## config.mk

```make
export PLATFORM = sky130hd
export DESIGN_NAME = tlk_err_monitor
export DESIGN_NICKNAME = d
export VERILOG_FILES = /design/src/rtl/tlk_err_monitor.sv
export SDC_FILE = /design/constraint.sdc
export NUM_CORES = 1
export LEC_CHECK = 0
export BUFFER_PORTS_ARGS = -buffer_cell sky130_fd_sc_hd__buf_4
export CAP_MARGIN = 20
export CORE_MARGIN = 3
export CORE_UTILIZATION = 44
export CTS_CLUSTER_DIAMETER = 40
export DETAILED_ROUTE_END_ITERATION = 16
export PLACE_DENSITY = 0.75
export SYNTH_ARGS = -nofsm -noshare
export SYNTH_HDL_FRONTEND = slang
export SYNTH_SLANG_ARGS = --single-unit
```

## constraint.sdc

```tcl
create_clock -name clk -period 8 [get_ports clk]
set_input_delay 0.4 -clock clk [delete_from_list [all_inputs] [get_ports clk]]
set_output_delay 0.4 -clock clk [all_outputs]
set_load 0.02 [all_outputs]
```

## src/rtl/tlk_err_monitor.sv

```systemverilog
// TLK link error monitor: collects per-channel error reports during a live
// window and produces a registered pass/fail/timeout verdict.
module tlk_err_monitor #(
    parameter int N_CH  = 5,
    parameter int TMO_W = 16,
    parameter int CNT_W = 8
) (
    input  logic             clk,
    input  logic             reset,
    input  logic             in_live,
    input  logic [N_CH-1:0]  ch_enable,
    input  logic [N_CH-1:0]  got_err,
    input  logic [N_CH-1:0]  is_err,
    input  logic [TMO_W-1:0] tmo_limit,
    output logic             is_tlk_err,
    output logic             check_done,
    output logic             check_timeout,
    output logic [N_CH-1:0]  ch_status,
    output logic [N_CH-1:0]  ch_result,
    output logic [CNT_W-1:0] err_count
);

    localparam logic [1:0] S_IDLE    = 2'd0;
    localparam logic [1:0] S_COLLECT = 2'd1;
    localparam logic [1:0] S_DONE    = 2'd2;
    localparam logic [1:0] S_TMO     = 2'd3;

    localparam logic [TMO_W-1:0] TMR_ONE = 1;
    localparam logic [CNT_W-1:0] CNT_ONE = 1;

    logic [1:0]       state_q;
    logic [N_CH-1:0]  en_q;
    logic [TMO_W-1:0] timer_q;

    logic [N_CH-1:0]  rpt;
    logic [N_CH-1:0]  status_nxt;
    logic [N_CH-1:0]  result_nxt;
    logic             complete;
    logic [TMO_W-1:0] timer_nxt;
    logic             tmo_hit;
    logic             verdict_err;
    logic [CNT_W-1:0] cnt_inc;

    // Completion looks at this cycle's reports so the last report finishes the run.
    always_comb begin
        rpt         = en_q & got_err;
        status_nxt  = ch_status | rpt;
        result_nxt  = (ch_result & ~rpt) | (is_err & rpt);
        complete    = &(status_nxt | ~en_q);
        timer_nxt   = (&timer_q) ? timer_q : timer_q + TMR_ONE;
        tmo_hit     = (tmo_limit != '0) && (timer_nxt >= tmo_limit);
        verdict_err = |(result_nxt & en_q);
        cnt_inc     = (&err_count) ? err_count : err_count + CNT_ONE;
    end

    always_ff @(posedge clk) begin
        if (reset) begin
            state_q       <= S_IDLE;
            en_q          <= '0;
            timer_q       <= '0;
            is_tlk_err    <= 1'b1;
            check_done    <= 1'b0;
            check_timeout <= 1'b0;
            ch_status     <= '0;
            ch_result     <= '0;
            err_count     <= '0;
        end else begin
            unique case (state_q)
                S_IDLE: begin
                    if (in_live) begin
                        state_q <= S_COLLECT;
                        en_q    <= ch_enable;
                        timer_q <= '0;
                    end
                end
                S_COLLECT: begin
                    if (!in_live) begin
                        state_q    <= S_IDLE;
                        timer_q    <= '0;
                        ch_status  <= '0;
                        ch_result  <= '0;
                        is_tlk_err <= 1'b1;
                    end else begin
                        ch_status <= status_nxt;
                        ch_result <= result_nxt;
                        timer_q   <= timer_nxt;
                        if (complete) begin
                            state_q    <= S_DONE;
                            check_done <= 1'b1;
                            is_tlk_err <= verdict_err;
                            if (verdict_err)
                                err_count <= cnt_inc;
                        end else if (tmo_hit) begin
                            state_q       <= S_TMO;
                            check_timeout <= 1'b1;
                            is_tlk_err    <= 1'b1;
                            err_count     <= cnt_inc;
                        end
                    end
                end
                S_DONE, S_TMO: begin
                    if (!in_live) begin
                        state_q       <= S_IDLE;
                        timer_q       <= '0;
                        ch_status     <= '0;
                        ch_result     <= '0;
                        is_tlk_err    <= 1'b1;
                        check_done    <= 1'b0;
                        check_timeout <= 1'b0;
                    end
                end
                default: state_q <= S_IDLE;
            endcase
        end
    end

endmodule

```

Word level (Yosys, flattened, before mapping)

Cells that the tools add are included.

Bits in registers: 44
Bits of input ports: 34
Output and inout port bits: 21

Add/subtract/negate cells: 2
Order comparisons: 1
Equal/unequal tests: 11
Muxes and demuxes: 32
Bitwise logic cells: 9
Reductions and logical operators: 18

Operators with widths:

| cell                  | number |
|---|---|
| $mux 16               | 4 |
| $pmux 16 s3           | 1 |
| $mux 8                | 4 |
| $and 5x5->5           | 4 |
| $pmux 5 s2            | 2 |
| $add 16x1->16 const B | 1 |
| $ge 16x16->1          | 1 |
| $reduce_and 16->1     | 1 |
| $reduce_bool 16->1    | 1 |
| $mux 5                | 3 |
| $or 5x5->5            | 3 |
| $ne 2x2->1 const B    | 6 |
| $mux 2                | 5 |
| $not 5->5             | 2 |
| $reduce_and 5->1      | 2 |
| $mux 1                | 9 |
| $add 8x1->8 const B   | 1 |
| $reduce_and 4->1      | 2 |
| $reduce_and 8->1      | 1 |
| $pmux 1 s2            | 3 |
| $pmux 2 s3            | 1 |
| $reduce_and 2->1      | 3 |
| $reduce_and 3->1      | 2 |
| $reduce_or 5->1       | 1 |
| 8 further kinds       | 10 |

Longest topological paths before layout

Gate-level depths: netlist (run 1).

Depth in word-level cells: 9
Mapped depth: 13

Least setup slack after synthesis (run 1)

No wires, ideal clock.

Kind: register to register
Start: register timer_q[3]
End: register err_count[7]
Setup time: 123 ps
Data arrival time: 3504 ps
Data required time: 7877 ps
Slack: 4372 ps
Cell stages (with the launch flop): 14
Buffers on the path: 1
Period minus slack after synthesis: 3628 ps
Cells stage by stage: dfxtp_1 clkbuf_1 nand4_1 nor4_1 and3_1 nand3b_1 o21a_1 ha_1 nand4_1 or3_1 a221oi_2 o41ai_4 a2111oi_4 mux2_1

Longest elaborated chain between the ends: 6
Elaborated cells on any way between the ends: 7
Those cells by class: 1 x add/sub; 1 x order compare; 1 x mux; 4 x reduce/logical

RTL lines:

| item                                               | RTL line | RTL |
|---|---|---|
| from (decl)                                        | 33       | `logic [TMO_W-1:0] timer_q;` |
| from (signal assigned)                             | 86       | `timer_q <= timer_nxt;` |
| $add 16x1->16 or $reduce_and 16->1 (tied branches) | 50       | `timer_nxt = (&timer_q) ? timer_q : timer_q + TMR_ONE;` |
| $mux 16 (*)                                        | 50       |  |
| $ge 16x16->1 (*)                                   | 51       | `tmo_hit = (tmo_limit != '0) && (timer_nxt >= tmo_limit);` |
| $logic_and 1x1->1 (*)                              | 51       |  |
| $reduce_bool 2->1 (no source line) (*)             | n/a      |  |
| $reduce_and 4->1 (no source line) (*)              | n/a      |  |
| to (signal assigned)                               | 92       | `err_count <= cnt_inc;` |
| to (signal assigned)                               | 97       | `err_count <= cnt_inc;` |
| to (decl)                                          | 20       | `output logic [CNT_W-1:0] err_count` |

Every way passes the cells marked *; elsewhere a longest branch is shown, timed or not.
A chain may end at the register's enable or synchronous reset.

Worst setup path in the final report (run 1)

Ends and elaborated chain as after synthesis.

==> results.yml, run 1 <==
power:
  powerDensity_mw_per_mm2: 128
  leakage_uw: 0.00139
  clockPowerShare: 0.325
  seq_power_share: 0.530
  sw_frac_of_total: 0.284
  p_comb_frac: 0.145
  switchingPower_uw: 123
  p_int_uw: 309
  ir_worst_vdd_mv: 0.0647
die:
  ioPinCount: 55
  die_h_um: 86.4
  core_mm2: 0.00610
  start_util: 0.467
  die_w_um: 86.4
  dieArea_mm2: 0.00747
  fp-row-count: 28
worst_hold_path:
  min_path_type: "input pin to register"
run_status:
  outcome: "finished, final reports clean"
worst_setup_path:
  ff2ff_path_depth: 12
  endpoint_kind: "register"
  crit_end: "err_count[7]$_SDFFE_PP0P_"
  timing.rr.start: "timer_q[3]$_SDFFE_PP0P_"
  critPathArrivalTime_ns: 4.20
  cp.required_ns: 8.20
  r2r-end: "err_count[7]$_SDFFE_PP0P_"
  path_class: "register to register"
  path_max_fanout: 10
  cp-startpoint: "timer_q[3]$_SDFFE_PP0P_"
  r2r_slack_ns: 4.00
  cp-start-kind: "register"
drt:
  final_antenna_net_count: 0
  num_vias: 2763
  vias_per_cell: 5.87
  finalWirelength_mm: 7.22
  drcViolationCount: 0
  drtIter0Drc: 256
  dr.pass1.iters: 5
  wire_per_inst_um: 15.3
cts:
  path_clk_slew_ns: 0.09
  clkLatencyLatePin_ns: 0.30
  hold_buffers: 0
  clockBufferDepth: 2
  root_buffer: "clkbuf_8"
  cts_setup_buffers: 0
  cts_resized: 0
  cts_tree: "done"
  cts.sinks: 44
  cts_made_buffers: 5
  cts_max_level: 2
layout:
  insertedDiodeCount: 0
  fillers: 579
  area_delta_synth_final_pct: 18.5
  nets: 448
  final-seq-area_um2: 881
  fin_util: 0.553
  drive_above_1_share: 0.202
  multi_input_area_mm2: 0.00183
synth:
  synthesis.nets: 401
  yosysSeqAreaShare: 0.309
  synth_adder_area_share: 0.0791
  yosys-top-cells-area: "dfxtp_1, ha_1, a21oi_1"
  synth_area_mm2: 0.00285
  synth_common_cells: "dfxtp_1, nor2_1, a21oi_1, inv_1, nand2_1"
  syn_inst: 349
  synth-compound-area-share: 0.228
  yosys.area_share.simple: 0.222
  synth_top_family_by_area: "compound AO/OA/AOI/OAI gates"
  synth_largest_area_cell: "dfxtp_1"
  synth-edff-count: 0
  yosysUniqueCellTypes: 48
  avgSynthCellArea_um2: 8.16
  yosysTopAreaCellShare: 0.309
  synthMuxAreaShare: 0.0804
  ys_ff_latch: 44
  synthXorXnorAreaFrac: 0.0338
  yosysMostFrequentCell: "dfxtp_1"
  ys_warn_count: 0
  async_flop_share: 0
  synth_flop_cell: "dfxtp_1"
place:
  portBuffers: 54
  dpl.hpwl_mm: 5.37
  place_worst_setup_slack_ns: 4.02
  gp_congestion: 0.885
timing:
  setup_viol: 0
  slew_violations: 0
  period_minus_slack_ns: 4.00
  max_freq_ghz: 0.250
  fin_ws_ns: 4.00
  tightest_slew_ns: 1.06
  fin_crit_sh: 0.500
  fin_setup_tns_ns: 0
  worst_clock_skew_ns: 0.00437
  relSlewSlack: 0.294
  hold_slack_ns: 0.328
  hold_viol_final: 0
  rsz0062_at_grt: "no"
global_routing:
  grt_start_max_net_pins: 45
  gr-total-overflow: 0
  grt_pass1_wl_mm: 12.3
  antenna_found_initial: 0
  grt_pass1_vias: 2714
  grt_use_total: 0.202
job:
  max_cap_viol_count: 0
[power groups by stage]
stage | Clock, uW | Sequential (uW) | Combinational, uW
after floorplan | 0 | 233 | 35.6
after global placement | 0 | 234 | 60.7
after detailed placement | 0 | 234 | 62.0
after CTS | 142 | 229 | 62.3
after global routing | 152 | 230 | 70.0
final | 140 | 229 | 62.6
[sequential cells by signal (all words and copies together), names as in the netlist]
name / flops
state_q: 2
en_q: 5
check_done: 1
ch_status: 5
err_count: 8
ch_result: 5
is_tlk_err: 1
timer_q: 16
check_timeout: 1
[metal layers]
layer,routed length (um),GRT usage,part of all wire,up-vias
met5,0,0,0,-
met2,3400,0.330,0.47,73
met3,347,0.0437,0.048,9
met1,3380,0.267,0.47,1309
met4,93,0.0623,0.013,0
li1,-,-,-,1372
[cells in the final DEF, fill, tap and decap left out, types with 9 or more instances in the layout]
cell type	instances
ha_1	18
nand4_1	15
nor2_1	36
nand3_1	14
o21ai_0	18
nor2b_1	9
buf_4	54
a21oi_1	32
inv_1	22
mux2_2	14
dfxtp_1	44
nand2_1	21
[worst min-delay path by stage]
stage	from	end	slack, ns	cells past startpoint
after floorplan	timer_q[11]$_SDFFE_PP0P_	timer_q[11]$_SDFFE_PP0P_	0.47	1
after global placement	check_done$_SDFFE_PP0P_	check_done$_SDFFE_PP0P_	0.47	2
after detailed placement	check_done$_SDFFE_PP0P_	check_done$_SDFFE_PP0P_	0.48	2
after CTS	ch_enable[2]	en_q[2]$_SDFFE_PP0P_	0.33	3
after global routing	ch_enable[2]	en_q[2]$_SDFFE_PP0P_	0.34	3
final	ch_enable[2]	en_q[2]$_SDFFE_PP0P_	0.33	3
[stage by stage]
stage	power [uW]	instance area (um2)	instances
2_1_floorplan	269	2850	349
3_3_place_gp	295	3290	464
3_5_place_dp	296	3290	464
4_1_cts	433	3370	471
5_1_grt	452	3370	471
6_report	432	3370	471
[worst max-delay path, cell delays in order (launching register included)]
cell and delay (ns):
dfxtp_1 0.48, nand4_1 0.26, nor4_1 0.54, and3_1 0.28
nand3b_1 0.11, o21a_1 0.12, ha_1 0.30, nand4_1 0.17
or3_1 0.41, a221oi_2 0.27, o41ai_4 0.20, a2111oi_4 0.38
mux2_1 0.35
[cell type report]
class | instances | share of cell area
repair buffers | 54 | 0.120
inverters | 22 | 0.0245
multi-input cells | 269 | 0.542
clock inverters | 2 | 0.00371
clock buffers | 5 | 0.0204
flip-flops and latches | 44 | 0.261
well taps | 75 | 0.0278
[kinds of logic after synthesis]
kind of cell	count (synthesis)
xor+xnor	11
buf+inv	36
mux	21
compound gates	94
simple gates	125
flops	44
fa+ha+maj	18
(Power assumes the default switching activity.)
==> inputs of run 2 (changes only) <==
- PLACE_DENSITY: 0.75 -> 0.77
- clock period: 8 -> 3.6 ns (I/O delays scaled with it)
==> run 2 against run 1 <==
  * Die area did not move
  * Critical path type unchanged
  * Flip-flop and latch count did not move
  * Count of clock-buffer cells in the layout did not move
  * Via count rose by 6.3%
  * Hold slack got worse by 0.22 ns
  * Worst setup slack got worse by 3.9 ns
  * Combinational power rose by 130%
  * Final cell count rose by 6.8%
==> results.yml, run 2 (synthesis results as in run 1) <==
run_status:
  outcome: "finished, final reports clean"
layout:
  final-seq-area_um2: 895
  largest_register_ffs: 16
  fin_cells: 503
  top_regs: "timer_q (16), err_count (8)"
  nets: 479
  insertedDiodeCount: 0
  fin_util: 0.626
  top_register: "timer_q"
  drive_above_1_share: 0.329
  area_delta_synth_final_pct: 34.2
  fillers: 531
  multi_input_area_mm2: 0.00199
  final_cell_mix: "buf_4, dfxtp_1, nor2_1, a21oi_1, inv_1"
  final_common_cell: "buf_4"
global_routing:
  antenna_found_initial: 0
  grt_use_total: 0.199
  grt_pass1_vias: 2621
  grt_pass1_wl_mm: 12.1
  gr-total-overflow: 0
  grt_start_max_net_pins: 45
worst_setup_path:
  path_max_fanout: 8
  path_class: "register to register"
  critPathArrivalTime_ns: 3.71
  cp.required_ns: 3.81
  cp-start-kind: "register"
  endpoint_kind: "register"
cts:
  path_clk_slew_ns: 0.09
  clockBufferDepth: 2
  cts_made_buffers: 5
  root_buffer: "clkbuf_8"
  clkLatencyLatePin_ns: 0.31
  cts_tree: "done"
  cts.sinks: 44
  cts_max_level: 2
drt:
  finalWirelength_mm: 7.68
  num_vias: 2936
  vias_per_cell: 5.84
  final_antenna_net_count: 0
  drtIter0Drc: 183
  drcViolationCount: 0
  wire_per_inst_um: 15.3
  dr.pass1.iters: 5
timing:
  tightest_slew_ns: 1.06
  worst_clock_skew_ns: 0.0105
  period_minus_slack_ns: 3.50
  max_freq_ghz: 0.286
  relSlewSlack: 0.291
  slew_violations: 0
  fin_crit_sh: 0.972
  hold_slack_ns: 0.104
  hold_viol_final: 0
  setup_viol: 0
job:
  max_cap_viol_count: 0
power:
  p_int_uw: 767
  ir_worst_vdd_mv: 0.172
  switchingPower_uw: 284
  sw_frac_of_total: 0.270
  p_comb_frac: 0.136
  leakage_uw: 0.00165
  seq_power_share: 0.484
  powerDensity_mw_per_mm2: 275
  clockPowerShare: 0.380
die:
  dieArea_mm2: 0.00747
  ioPinCount: 55
  start_util: 0.467
  fp-row-count: 28
  die_h_um: 86.4
  die_w_um: 86.4
  core_mm2: 0.00610
place:
  dp.cells: 486
  dpl.hpwl_mm: 5.37
  gp_congestion: 0.938
  portBuffers: 54
worst_hold_path:
  min_path_type: "input pin to register"
## run 2: cell count changes in the layout (fill, tap and decap cells not counted), moves of 2 or more
cell	change
buf_6	+2
dfxtp_1	-9
dfxtp_2	+8
nor3_1	-2
clkinv_4	+2
nand2_4	+2
nand2_1	-3
nor2_1	-3
nor2_4	+2
nor3_4	+2
ha_1	-2
buf_4	+29
## run 2: power by group through the flow
stage / logic (uW) / registers, uW / clock network [uW]
after detailed placement: 138 / 520 / 0
final: 142 / 509 / 400
after floorplan: 79.1 / 518 / 0
after CTS: 138 / 509 / 403
after global routing: 159 / 510 / 421
after global placement: 135 / 520 / 0
## run 2: worst max-delay path, cell delays in order (launching register included)
cell	delay [ns]
dfxtp_4	0.38
ha_2	0.21
buf_4	0.16
a211o_4	0.37
nor2_2	0.13
xor2_1	0.17
ha_1	0.27
a21oi_1	0.22
a21oi_2	0.11
o41ai_4	0.68
buf_4	0.24
a31oi_2	0.09
o32a_1	0.37
## run 2: timing repair
item | CTS | global route
setup endpoints to repair | 6 | 8
pin swaps | 1 | 13
gates cloned | 0 | 0
gates resized for setup | 3 | 37
hold buffers | 0 | 0
setup buffers | 2 | 7
## run 2: path summary, 6_finish.rpt
path	end	cells past startpoint	slack [ns]	start
min	en_q[4]$_SDFFE_PP0P_	3	0.10	ch_enable[4]
max reg2reg	is_tlk_err$_SDFFE_PP1P_	12	0.10	timer_q[0]$_SDFFE_PP0P_
min reg2reg	check_done$_SDFFE_PP0P_	2	0.49	check_done$_SDFFE_PP0P_
max	is_tlk_err$_SDFFE_PP1P_	12	0.10	timer_q[0]$_SDFFE_PP0P_
## run 2: per-stage QoR
step	cell area (um2)	TNS [ns]	worst slack, ns	total power [uW]
3_5_place_dp	3460	-0.0385	-0.0254	658
3_3_place_gp	3460	0	0.0335	655
5_1_grt	3820	-0.195	-0.0762	1090
2_1_floorplan	2850	0	0.0445	597
4_1_cts	3600	0	0.0489	1050
6_report	3820	0	0.100	1050
## run 2: per-layer routing
layer | wire length (um) | global-route usage
met4 | 96 | 0.0567
met1 | 3420 | 0.271
met5 | 0 | 0
met3 | 393 | 0.0390
met2 | 3770 | 0.320
## run 2: layout make-up
class                           instances  share of cell area
Clock buffer                            5              0.0180
Clock inverter                          3              0.0125
Inverter                               22              0.0216
Multi-Input combinational cell        269               0.520
Sequential cell                        44               0.234
Tap cell                               75              0.0246
Timing Repair Buffer                   85               0.169
